===== config.mk =====
export PLATFORM = sky130hd
export DESIGN_NAME = keccak_chi_sched_flat
export DESIGN_NICKNAME = d
export VERILOG_FILES = /design/src/rtl/keccak_chi_sched_if.sv /design/src/rtl/keccak_chi_sched.sv /design/src/flat_wrapper.sv
export SDC_FILE = /design/constraint.sdc
export NUM_CORES = 1
export LEC_CHECK = 0
export CAP_MARGIN = 20
export CELL_PAD_IN_SITES_DETAIL_PLACEMENT = 1
export CELL_PAD_IN_SITES_GLOBAL_PLACEMENT = 1
export CORE_UTILIZATION = 25
export CTS_CLUSTER_SIZE = 12
export DETAILED_ROUTE_END_ITERATION = 16
export MAX_ROUTING_LAYER = met4
export PLACE_DENSITY = 0.66
export SLEW_MARGIN = 20
export SYNTH_ARGS = -nofsm -noshare
export SYNTH_HDL_FRONTEND = slang
export SYNTH_SLANG_ARGS = --single-unit
export TNS_END_PERCENT = 30

===== constraint.sdc =====
create_clock -name ClkxCI -period 1.9 [get_ports ClkxCI]
set_input_delay 0.285 -clock ClkxCI [delete_from_list [all_inputs] [get_ports ClkxCI]]
set_output_delay 0.285 -clock ClkxCI [all_outputs]
set_load 0.1 [all_outputs]

===== src/rtl/keccak_chi_sched_if.sv =====
// Bundle of the scheduler's controller, state-RAM, S-box and PRNG signals.
// The master modport is the scheduler side; the slave side is the surrounding system.
interface keccak_chi_sched_if #(
  parameter int SHARES = 2,
  parameter int LANE_W = 8,
  parameter int ADDR_W = 6,
  parameter int RAND_W = (SHARES*SHARES-SHARES)/2*5
);
  logic                  StartxSI;
  logic [LANE_W-1:0]     RcxDI;
  logic                  BusyxSO;
  logic                  DonexSO;
  logic                  RdEnxSO;
  logic [ADDR_W-1:0]     RdAddrxDO;
  logic [SHARES*5-1:0]   RdDataxDI;
  logic [SHARES*5-1:0]   SboxInxDO;
  logic                  SboxIotaxDO;
  logic [RAND_W-1:0]     ZxDO;
  logic [SHARES*5-1:0]   SboxOutxDI;
  logic [RAND_W-1:0]     RandxDI;
  logic                  RandValidxSI;
  logic                  RandReadyxSO;
  logic                  WrEnxSO;
  logic [ADDR_W-1:0]     WrAddrxDO;
  logic [SHARES*5-1:0]   WrDataxDO;

  modport master (
    input  StartxSI, RcxDI, RdDataxDI, SboxOutxDI, RandxDI, RandValidxSI,
    output BusyxSO, DonexSO, RdEnxSO, RdAddrxDO, SboxInxDO, SboxIotaxDO, ZxDO,
           RandReadyxSO, WrEnxSO, WrAddrxDO, WrDataxDO
  );

  modport slave (
    output StartxSI, RcxDI, RdDataxDI, SboxOutxDI, RandxDI, RandValidxSI,
    input  BusyxSO, DonexSO, RdEnxSO, RdAddrxDO, SboxInxDO, SboxIotaxDO, ZxDO,
           RandReadyxSO, WrEnxSO, WrAddrxDO, WrDataxDO
  );
endinterface


===== src/rtl/keccak_chi_sched.sv =====
// Streams every masked row of the Keccak state through one shared DOM chi S-box,
// pairing each row with fresh PRNG output and writing the result back in place.
module keccak_chi_sched #(
  parameter int SHARES   = 2,
  parameter int LANE_W   = 8,
  parameter int ADDR_W   = 6,
  parameter int SBOX_LAT = 1
) (
  input logic               ClkxCI,
  input logic               RstxRI,
  keccak_chi_sched_if.master bus
);
  localparam int ROWS   = 5*LANE_W;
  localparam int WORD_W = SHARES*5;
  localparam int RAND_W = (SHARES*SHARES-SHARES)/2*5;
  localparam int Z_W    = (LANE_W > 1) ? $clog2(LANE_W) : 1;

  typedef enum logic [1:0] {IDLE, RUN, DRAIN} state_t;

  state_t              r_state;
  logic [LANE_W-1:0]   r_rc;
  logic [ADDR_W-1:0]   r_rdAddr;
  logic [ADDR_W-1:0]   r_wrCount;
  logic                r_rdPending;
  logic [ADDR_W-1:0]   r_pendAddr;
  logic                r_holdValid;
  logic [WORD_W-1:0]   r_holdData;
  logic [ADDR_W-1:0]   r_holdAddr;
  logic [SBOX_LAT-1:0] r_trkValid;
  logic [ADDR_W-1:0]   r_trkAddr [SBOX_LAT];

  logic                w_availValid;
  logic [WORD_W-1:0]   w_availData;
  logic [ADDR_W-1:0]   w_availAddr;
  logic                w_issue;
  logic                w_rdEn;
  logic                w_lastRead;
  logic                w_wrEn;
  logic                w_done;
  logic                w_iota;

  // A row is available straight off the RAM port the cycle after its read, else from the hold.
  assign w_availValid = r_holdValid | r_rdPending;
  assign w_availData  = r_holdValid ? r_holdData : bus.RdDataxDI;
  assign w_availAddr  = r_holdValid ? r_holdAddr : r_pendAddr;
  assign w_issue      = w_availValid & bus.RandValidxSI;

  // Only read when nothing else would be left waiting, so at most one row is ever buffered.
  assign w_rdEn     = (r_state == RUN) & (~w_availValid | w_issue);
  assign w_lastRead = w_rdEn & (r_rdAddr == ADDR_W'(ROWS-1));
  assign w_wrEn     = r_trkValid[SBOX_LAT-1];
  assign w_done     = w_wrEn & (r_wrCount == ADDR_W'(ROWS-1));
  assign w_iota     = (w_availAddr < ADDR_W'(LANE_W)) ? r_rc[w_availAddr[Z_W-1:0]] : 1'b0;

  always_comb begin
    bus.BusyxSO      = (r_state != IDLE);
    bus.DonexSO      = w_done;
    bus.RdEnxSO      = w_rdEn;
    bus.RdAddrxDO    = w_rdEn ? r_rdAddr : '0;
    bus.RandReadyxSO = w_issue;
    bus.SboxInxDO    = w_issue ? w_availData : '0;
    bus.SboxIotaxDO  = w_issue & w_iota;
    bus.ZxDO         = w_issue ? bus.RandxDI : '0;
    bus.WrEnxSO      = w_wrEn;
    bus.WrAddrxDO    = w_wrEn ? r_trkAddr[SBOX_LAT-1] : '0;
    bus.WrDataxDO    = w_wrEn ? bus.SboxOutxDI : '0;
  end

  always_ff @(posedge ClkxCI) begin
    if (RstxRI) begin
      r_state     <= IDLE;
      r_rc        <= '0;
      r_rdAddr    <= '0;
      r_wrCount   <= '0;
      r_rdPending <= 1'b0;
      r_pendAddr  <= '0;
      r_holdValid <= 1'b0;
      r_holdData  <= '0;
      r_holdAddr  <= '0;
      r_trkValid  <= '0;
      for (int i = 0; i < SBOX_LAT; i++) r_trkAddr[i] <= '0;
    end else begin
      r_rdPending <= w_rdEn;
      r_pendAddr  <= r_rdAddr;
      if (r_rdPending && !w_issue) begin
        r_holdValid <= 1'b1;
        r_holdData  <= bus.RdDataxDI;
        r_holdAddr  <= r_pendAddr;
      end else if (r_holdValid && w_issue) begin
        r_holdValid <= 1'b0;
      end
      if (w_rdEn) r_rdAddr <= r_rdAddr + 1'b1;
      if (w_wrEn) r_wrCount <= r_wrCount + 1'b1;

      // Tracker mirrors the S-box pipeline so each result lands on the address it came from.
      r_trkValid[0] <= w_issue;
      r_trkAddr[0]  <= w_availAddr;
      for (int i = 1; i < SBOX_LAT; i++) begin
        r_trkValid[i] <= r_trkValid[i-1];
        r_trkAddr[i]  <= r_trkAddr[i-1];
      end

      case (r_state)
        IDLE: begin
          if (bus.StartxSI) begin
            r_rc      <= bus.RcxDI;
            r_rdAddr  <= '0;
            r_wrCount <= '0;
            r_state   <= RUN;
          end
        end
        RUN:     if (w_lastRead) r_state <= DRAIN;
        DRAIN:   if (w_done) r_state <= IDLE;
        default: r_state <= IDLE;
      endcase
    end
  end
endmodule

===== src/flat_wrapper.sv =====
// flat-port wrapper written by rule: the top's interface ports become plain ports
module keccak_chi_sched_flat 
#(
  parameter int SHARES   = 2,
  parameter int LANE_W   = 8,
  parameter int ADDR_W   = 6,
  parameter int SBOX_LAT = 1
)
  (ClkxCI, RstxRI, bus_StartxSI, bus_RcxDI, bus_RdDataxDI, bus_SboxOutxDI, bus_RandxDI, bus_RandValidxSI, bus_BusyxSO, bus_DonexSO, bus_RdEnxSO, bus_RdAddrxDO, bus_SboxInxDO, bus_SboxIotaxDO, bus_ZxDO, bus_RandReadyxSO, bus_WrEnxSO, bus_WrAddrxDO, bus_WrDataxDO);
  keccak_chi_sched_if #(.SHARES(SHARES), .LANE_W(LANE_W), .ADDR_W(ADDR_W)) bus_i ();
  input logic ClkxCI;
  input logic RstxRI;
  input wire logic [$bits(bus_i.StartxSI)-1:0] bus_StartxSI;
  input wire logic [$bits(bus_i.RcxDI)-1:0] bus_RcxDI;
  input wire logic [$bits(bus_i.RdDataxDI)-1:0] bus_RdDataxDI;
  input wire logic [$bits(bus_i.SboxOutxDI)-1:0] bus_SboxOutxDI;
  input wire logic [$bits(bus_i.RandxDI)-1:0] bus_RandxDI;
  input wire logic [$bits(bus_i.RandValidxSI)-1:0] bus_RandValidxSI;
  output wire logic [$bits(bus_i.BusyxSO)-1:0] bus_BusyxSO;
  output wire logic [$bits(bus_i.DonexSO)-1:0] bus_DonexSO;
  output wire logic [$bits(bus_i.RdEnxSO)-1:0] bus_RdEnxSO;
  output wire logic [$bits(bus_i.RdAddrxDO)-1:0] bus_RdAddrxDO;
  output wire logic [$bits(bus_i.SboxInxDO)-1:0] bus_SboxInxDO;
  output wire logic [$bits(bus_i.SboxIotaxDO)-1:0] bus_SboxIotaxDO;
  output wire logic [$bits(bus_i.ZxDO)-1:0] bus_ZxDO;
  output wire logic [$bits(bus_i.RandReadyxSO)-1:0] bus_RandReadyxSO;
  output wire logic [$bits(bus_i.WrEnxSO)-1:0] bus_WrEnxSO;
  output wire logic [$bits(bus_i.WrAddrxDO)-1:0] bus_WrAddrxDO;
  output wire logic [$bits(bus_i.WrDataxDO)-1:0] bus_WrDataxDO;
  assign bus_i.StartxSI = bus_StartxSI;
  assign bus_i.RcxDI = bus_RcxDI;
  assign bus_i.RdDataxDI = bus_RdDataxDI;
  assign bus_i.SboxOutxDI = bus_SboxOutxDI;
  assign bus_i.RandxDI = bus_RandxDI;
  assign bus_i.RandValidxSI = bus_RandValidxSI;
  assign bus_BusyxSO = bus_i.BusyxSO;
  assign bus_DonexSO = bus_i.DonexSO;
  assign bus_RdEnxSO = bus_i.RdEnxSO;
  assign bus_RdAddrxDO = bus_i.RdAddrxDO;
  assign bus_SboxInxDO = bus_i.SboxInxDO;
  assign bus_SboxIotaxDO = bus_i.SboxIotaxDO;
  assign bus_ZxDO = bus_i.ZxDO;
  assign bus_RandReadyxSO = bus_i.RandReadyxSO;
  assign bus_WrEnxSO = bus_i.WrEnxSO;
  assign bus_WrAddrxDO = bus_i.WrAddrxDO;
  assign bus_WrDataxDO = bus_i.WrDataxDO;
  keccak_chi_sched #(.SHARES(SHARES), .LANE_W(LANE_W), .ADDR_W(ADDR_W), .SBOX_LAT(SBOX_LAT)) u_core (.ClkxCI(ClkxCI), .RstxRI(RstxRI), .bus(bus_i));
endmodule

**After elaboration in Yosys (flattened, before gate mapping)**

Memories as Yosys holds them, arrays and structs flattened.
Cells that the tools add are included.

- Add/subtract/negate cells: 2
- $mul: 0
- Divide/modulo/power cells: 0
- Magnitude comparators: 2
- Equality and inequality tests: 7
- Shifts and indexed selects: 0
- Multiplexer cells: 27
- Bitwise gates (word level): 8
- Reduce and logical (&&, ||, !) cells: 9

Operators with widths:

| cell | number |
|---|---|
| 2-to-1 mux 6 bit | 10 |
| 2-to-1 mux 10 bit | 3 |
| adder 6 x 1 -> 6 bit, second input constant | 2 |
| equality test 6 bit, second input constant | 2 |
| 2-to-1 mux 1 bit | 8 |
| < comparator 6 x 4 -> 1 bit, second input constant | 1 |
| 2-to-1 mux 2 bit | 3 |
| one-hot mux 2 bit (3 select lines) | 1 |
| OR reduction 6 bit | 1 |
| bitwise AND 1 bit | 5 |
| 2-to-1 mux 5 bit | 1 |
| < comparator 3 x 4 -> 1 bit, second input constant | 1 |
| inequality test 2 bit, second input constant | 2 |
| nonzero test 2 bit | 2 |
| binary-select mux 1 bit (select 3 bit) | 1 |
| AND reduction 3 bit | 1 |
| equality test 2 x 1 -> 1 bit, second input constant | 1 |
| equality test 2 bit, second input constant | 1 |
| logical AND 1 bit | 2 |
| logical NOT 2 bit | 1 |
| inequality test 2 x 1 -> 1 bit, second input constant | 1 |
| bitwise OR 1 bit | 2 |
| AND reduction 2 bit | 1 |
| logical NOT 1 bit | 1 |
| NOT 1 bit | 1 |

- Register bits: 47
- Latch bits: 0
- Bits in writable memories: 6
- Bits in read-only memories: 0
- Bits of input ports: 37
- Output and inout port bits: 43
- Word-level logic and storage cells: 66
- Memories: 1

Memories:

| name | depth | width | read ports | clocked after memory_dff | wr ports | RTL line | source |
|---|---|---|---|---|---|---|---|
| u_core.r_trkAddr | 1 | 6 | 1 | 0 | 1 | keccak_chi_sched.sv:30 | `logic [ADDR_W-1:0] r_trkAddr [SBOX_LAT];` |

**Depth between registers and ports, before layout**

- Depth in word-level cells: 7
- Depth in mapped cells: 6
- Depth with buffers taken out: 5

**Worst setup path after synthesis**

No wires, ideal clock.

- Path kind: flip-flop to flip-flop
- Start point: reg u_core.r_trkValid (netlist: u_core.bus.WrEnxSO)
- End point: reg u_core.r_state[1]
- Library setup time: 0.132 ns
- Arrival time: 4.818 ns
- Required time: 1.768 ns
- Setup slack: -3.050 ns
- Stages on the path, launching flop included: 5
- Path buffers: 0
- Period minus slack after synthesis: 4.950 ns
- Cell sequence: dfxtp_1 nand3_1 nor4b_1 or3b_2 a21oi_1

- Word-level cells in the longest chain between the ends: 3

Ends and longest elaborated chain:

| item | RTL line | source |
|---|---|---|
| start: declaration | keccak_chi_sched.sv:29 | `logic [SBOX_LAT-1:0] r_trkValid;` |
| start signal: indexed assignment | keccak_chi_sched.sv:99 | `r_trkValid[i] <= r_trkValid[i-1];` |
| bitwise AND 1 bit | keccak_chi_sched.sv:52 | `assign w_done = w_wrEn & (r_wrCount == ADDR_W'(ROWS-1));` |
| via bus_DonexSO | flat_wrapper.sv:20 | `output wire logic [$bits(bus_i.DonexSO)-1:0] bus_DonexSO;` |
| inequality test 2 bit (no source line) | -- |  |
| AND reduction 3 bit (no source line) | -- |  |
| end signal: assignment | keccak_chi_sched.sv:71 | `r_state <= IDLE;` |
| end signal: assignment | keccak_chi_sched.sv:109 | `r_state <= RUN;` |
| end signal: assignment | keccak_chi_sched.sv:112 | `RUN: if (w_lastRead) r_state <= DRAIN;` |
| end: declaration | keccak_chi_sched.sv:20 | `state_t r_state;` |

The timed path passes the listed nets, and every way through them passes these cells.
A chain may end at the register's enable or synchronous reset.

**Final worst setup path**

- Start point: reg u_core.r_holdValid
- End point: out bus_SboxIotaxDO

- Word-level cells in the longest chain between the ends: 5
- Elaborated cells between the ends (all ways): 8
- Those cells by class: 1 x order compare; 4 x mux; 3 x bitwise

Ends and longest elaborated chain:

| item | RTL line | source |
|---|---|---|
| start: declaration | keccak_chi_sched.sv:26 | `logic r_holdValid;` |
| start signal: assignment | keccak_chi_sched.sv:77 | `r_holdValid <= 1'b0;` |
| start signal: assignment | keccak_chi_sched.sv:86 | `r_holdValid <= 1'b1;` |
| start signal: assignment | keccak_chi_sched.sv:90 | `r_holdValid <= 1'b0;` |
| branches (longest 4 deep; another with < comparator 6 x 4 -> 1 bit) | -- |  |
| bitwise AND 1 bit * | keccak_chi_sched.sv:62 | `bus.SboxIotaxDO = w_issue & w_iota;` |
| end: declaration | flat_wrapper.sv:24 | `output wire logic [$bits(bus_i.SboxIotaxDO)-1:0] bus_SboxIotaxDO;` |

Every way passes the cells marked *. The select of a mux whose other input is x is not followed.

==> impl_metrics.csv <==
group,metric,value,unit
status,status,"finished with violations",
status,violations,"setup timing",
timing,post-route-period-util,116.0,%
timing,setup_violations,20,
global_route,grt_pass1_wl,10450,µm
worst_setup_path,reg2reg_slack,150,ps
yosys,async_flop_share,0,%
worst_hold_path,hold_path_depth,2,
die,dieArea,9735,µm²
die,ios,80,
place,dpl_worst_slack,-45.06,ps
die,std_cell_rows,34,
timing,clock_skew,6.115,ps
clock_network,numCtsBuffers,5,
global_route,grt_max_degree,42,
timing,fmax,453.5,MHz
yosys,yosys_warnings,0,
die,start_util,26.27,%
timing,hold_viol,0,
route,wirelength,6184,µm
final_layout,drive_gt1_share,27.92,%
final_layout,area_growth,69.74,%
clock_network,clk_path_buf_depth,2,
die,core-area,8891,µm²
route,avgRoutedWirePerCell,13.47,µm
yosys,yosys-top-cells-area,"dfxtp_1 (45%), mux2i_1 (12%), and2_1 (6.2%), nor2_1 (5.9%), nand2_1 (5.6%)",
timing,period_minus_slack,2205,ps
timing,relSlewSlack,78.83,%
yosys,synth_top_area_share,45.42,%
power_and_ir_drop,p_leak,1.462,nW
final_layout,diodes,0,
power_and_ir_drop,p_int,1.607,mW
yosys,synth_ff_type,"dfxtp_1",
global_route,gr-total-overflow,0,
clock_network,htreeDepth,2,
route,drtIter0Drc,59,
yosys,yosysUniqueCellTypes,32,
timing,whs,457.9,ps
worst_setup_path,crit_type,"flop to primary output",
worst_setup_path,timing.rr.end,"u_core.r_state[0]",
place,globalplace.congestion,0.7540,
route,drtAntennaViolNets,0,
yosys,ys_seq_elements,53,
clock_network,clkLatencyLatePin,290,ps
worst_setup_path,cp-end-kind,"primary output",
yosys,syn_area,2336,µm²
yosys,synth_common_cells,"dfxtp_1 (53), nor2_1 (37), nand2_1 (35)",
power_and_ir_drop,ir_drop,0.2863,mV
worst_hold_path,min_path_type,"flop to flop",
yosys,yosys.area.top_type,"dfxtp_1",
yosys,yosysMostFrequentCell,"dfxtp_1",
global_route,globalRouteTotalUtil,13.76,%
route,drc,0,
die,die_w,98.67,µm
worst_setup_path,arrival,1920,ps
final_layout,nets,389,
yosys,syn_nets,306,
power_and_ir_drop,p_sw,0.6445,mW
timing,rsz0062_at_grt,"yes",
place,dpl.hpwl,4797,µm
timing,worst_slack,-304.9,ps
worst_setup_path,reg2reg_from,"u_core.r_holdValid",
yosys,syn_inst,267,
run,cap_violations,0,
worst_setup_path,start_kind,"flop",
route,dr.pass1.iters,4,
worst_setup_path,crit_fanout,3,
timing,tightestPinTransition,308.8,ps
worst_setup_path,required,1620,ps
timing,final_max_slew_viol_count,0,
clock_network,path_clk_slew,90,ps
clock_network,numClockSinks,53,
yosys,avgSynthCellArea,8.749,µm²
worst_setup_path,r2r_cells,5,
die,die_h,98.67,µm
power_and_ir_drop,p_clk_share,26.9,%
yosys,synth_edf_count,0,
global_route,grt_pass1_vias,2205,
worst_hold_path,whs_endpoint,"u_core.r_holdData[5]",
clock_network,cts_root_buffer,"clkbuf_8",
global_route,antenna_found_initial,0,
route,via_per_inst,4.553,
power_and_ir_drop,power_frac_seq,51.3,%
yosys,yosysSeqAreaShare,45.42,%
power_and_ir_drop,swShare,28.62,%
power_and_ir_drop,pwr-share-comb,21.8,%
clock_network,tritoncts,"yes",
route,vias,2090,
worst_hold_path,hold_start,"u_core.r_holdData[5]",
place,port_buffers,79,
power_and_ir_drop,p_per_area,567.9,nW/µm²
## cell families after synthesis
logic type      Yosys count  synth area share (%)
fa+ha+maj                 2                 1.071
flops                    53                 45.42
compound gates           27                 6.106
simple gates            128                 26.94
xor+xnor                  7                 2.625
mux                      29                 13.82
buf+inv                  21                 4.017
## cell usage in the layout, fill, tap and decap left out, drive strengths merged, types with 6 or more instances in the layout
cell type,count
nor2,38
a21oi,21
nand2,35
nor2b,8
dfxtp,53
clkbuf,6
buf,58
and2,23
clkdlybuf4s50,36
mux2i,27
and3,6
## registers in the layout, summed over array words and instances, names as in the netlist, 2 cells and up
register / flops
u_core.r_holdData: 10
u_core.r_rc: 8
u_core.r_holdAddr: 6
u_core.r_pendAddr: 6
u_core.r_rdAddr: 6
u_core.r_trkAddr: 6
u_core.r_wrCount: 6
u_core.r_state: 2
## cell type report
type	count	area, µm²
Fill cell	973	4926
Inverter	3	11.26
Clock buffer	6	72.57
Timing Repair Buffer	94	1346
Multi-Input combinational cell	193	1321
Tap cell	108	135.1
Clock inverter	2	10.01
Sequential cell	53	1069
## power by group through the flow
stage | registers (mW) | clock network [mW] | logic (mW)
CTS | 1.15 | 0.624 | 0.492
global route | 1.16 | 0.660 | 0.517
finish | 1.15 | 0.607 | 0.491
global placement | 1.18 | 0 | 0.484
detailed placement | 1.18 | 0 | 0.490
floorplan | 1.18 | 0 | 0.277
## worst max-delay path, stage by stage, from the launching register on
cell	delay, ps
dfxtp_4	380
mux2i_4	270
mux4_2	560
mux2i_4	180
nor3_4	70
buf_12	170
## routing by layer
| metal | wire length [µm] | track usage, % | up-vias |
|---|---|---|---|
| met4 | 54 | 4.133 | 0 |
| met1 | 2741 | 15.44 | 997 |
| met2 | 3163 | 25.08 | 46 |
| li1 | - | - | 1045 |
| met3 | 225 | 2.199 | 2 |
| met5 | 0 | - | - |
## worst max-delay path by stage
stage	startpoint	endpoint	slack (ps)
finish	u_core.r_holdValid	bus_SboxIotaxDO	-300
global route	u_core.r_holdValid	bus_SboxIotaxDO	-390
CTS	u_core.r_holdValid	bus_SboxIotaxDO	-360
detailed placement	u_core.r_holdValid	bus_SboxIotaxDO	-50
global placement	u_core.r_holdValid	bus_SboxIotaxDO	-20
floorplan	u_core.r_state[1]	u_core.r_rdAddr[5]	-300
## what timing repair did
item	4_1_cts	5_1_grt
setup buffers	0	1
hold buffers	0	0
endpoints found under the setup margin	23	25
pin swaps	0	2
gates resized for setup	2	4
## metrics by stage
stage          cell area, µm²  instances  total power [mW]  TNS, ps  utilization, %
2_1_floorplan            2454        267             1.453    -4532               -
5_1_grt                  3965        459             2.336    -2962           44.60
4_1_cts                  3934        458             2.271    -2907           44.24
6_report                 3965        459             2.252    -1043           44.60
3_5_place_dp             3847        450             1.672   -45.06           43.27
3_3_place_gp             3847        450             1.664   -24.01           43.27
No activity file was read; power rests on OpenSTA's default activity.
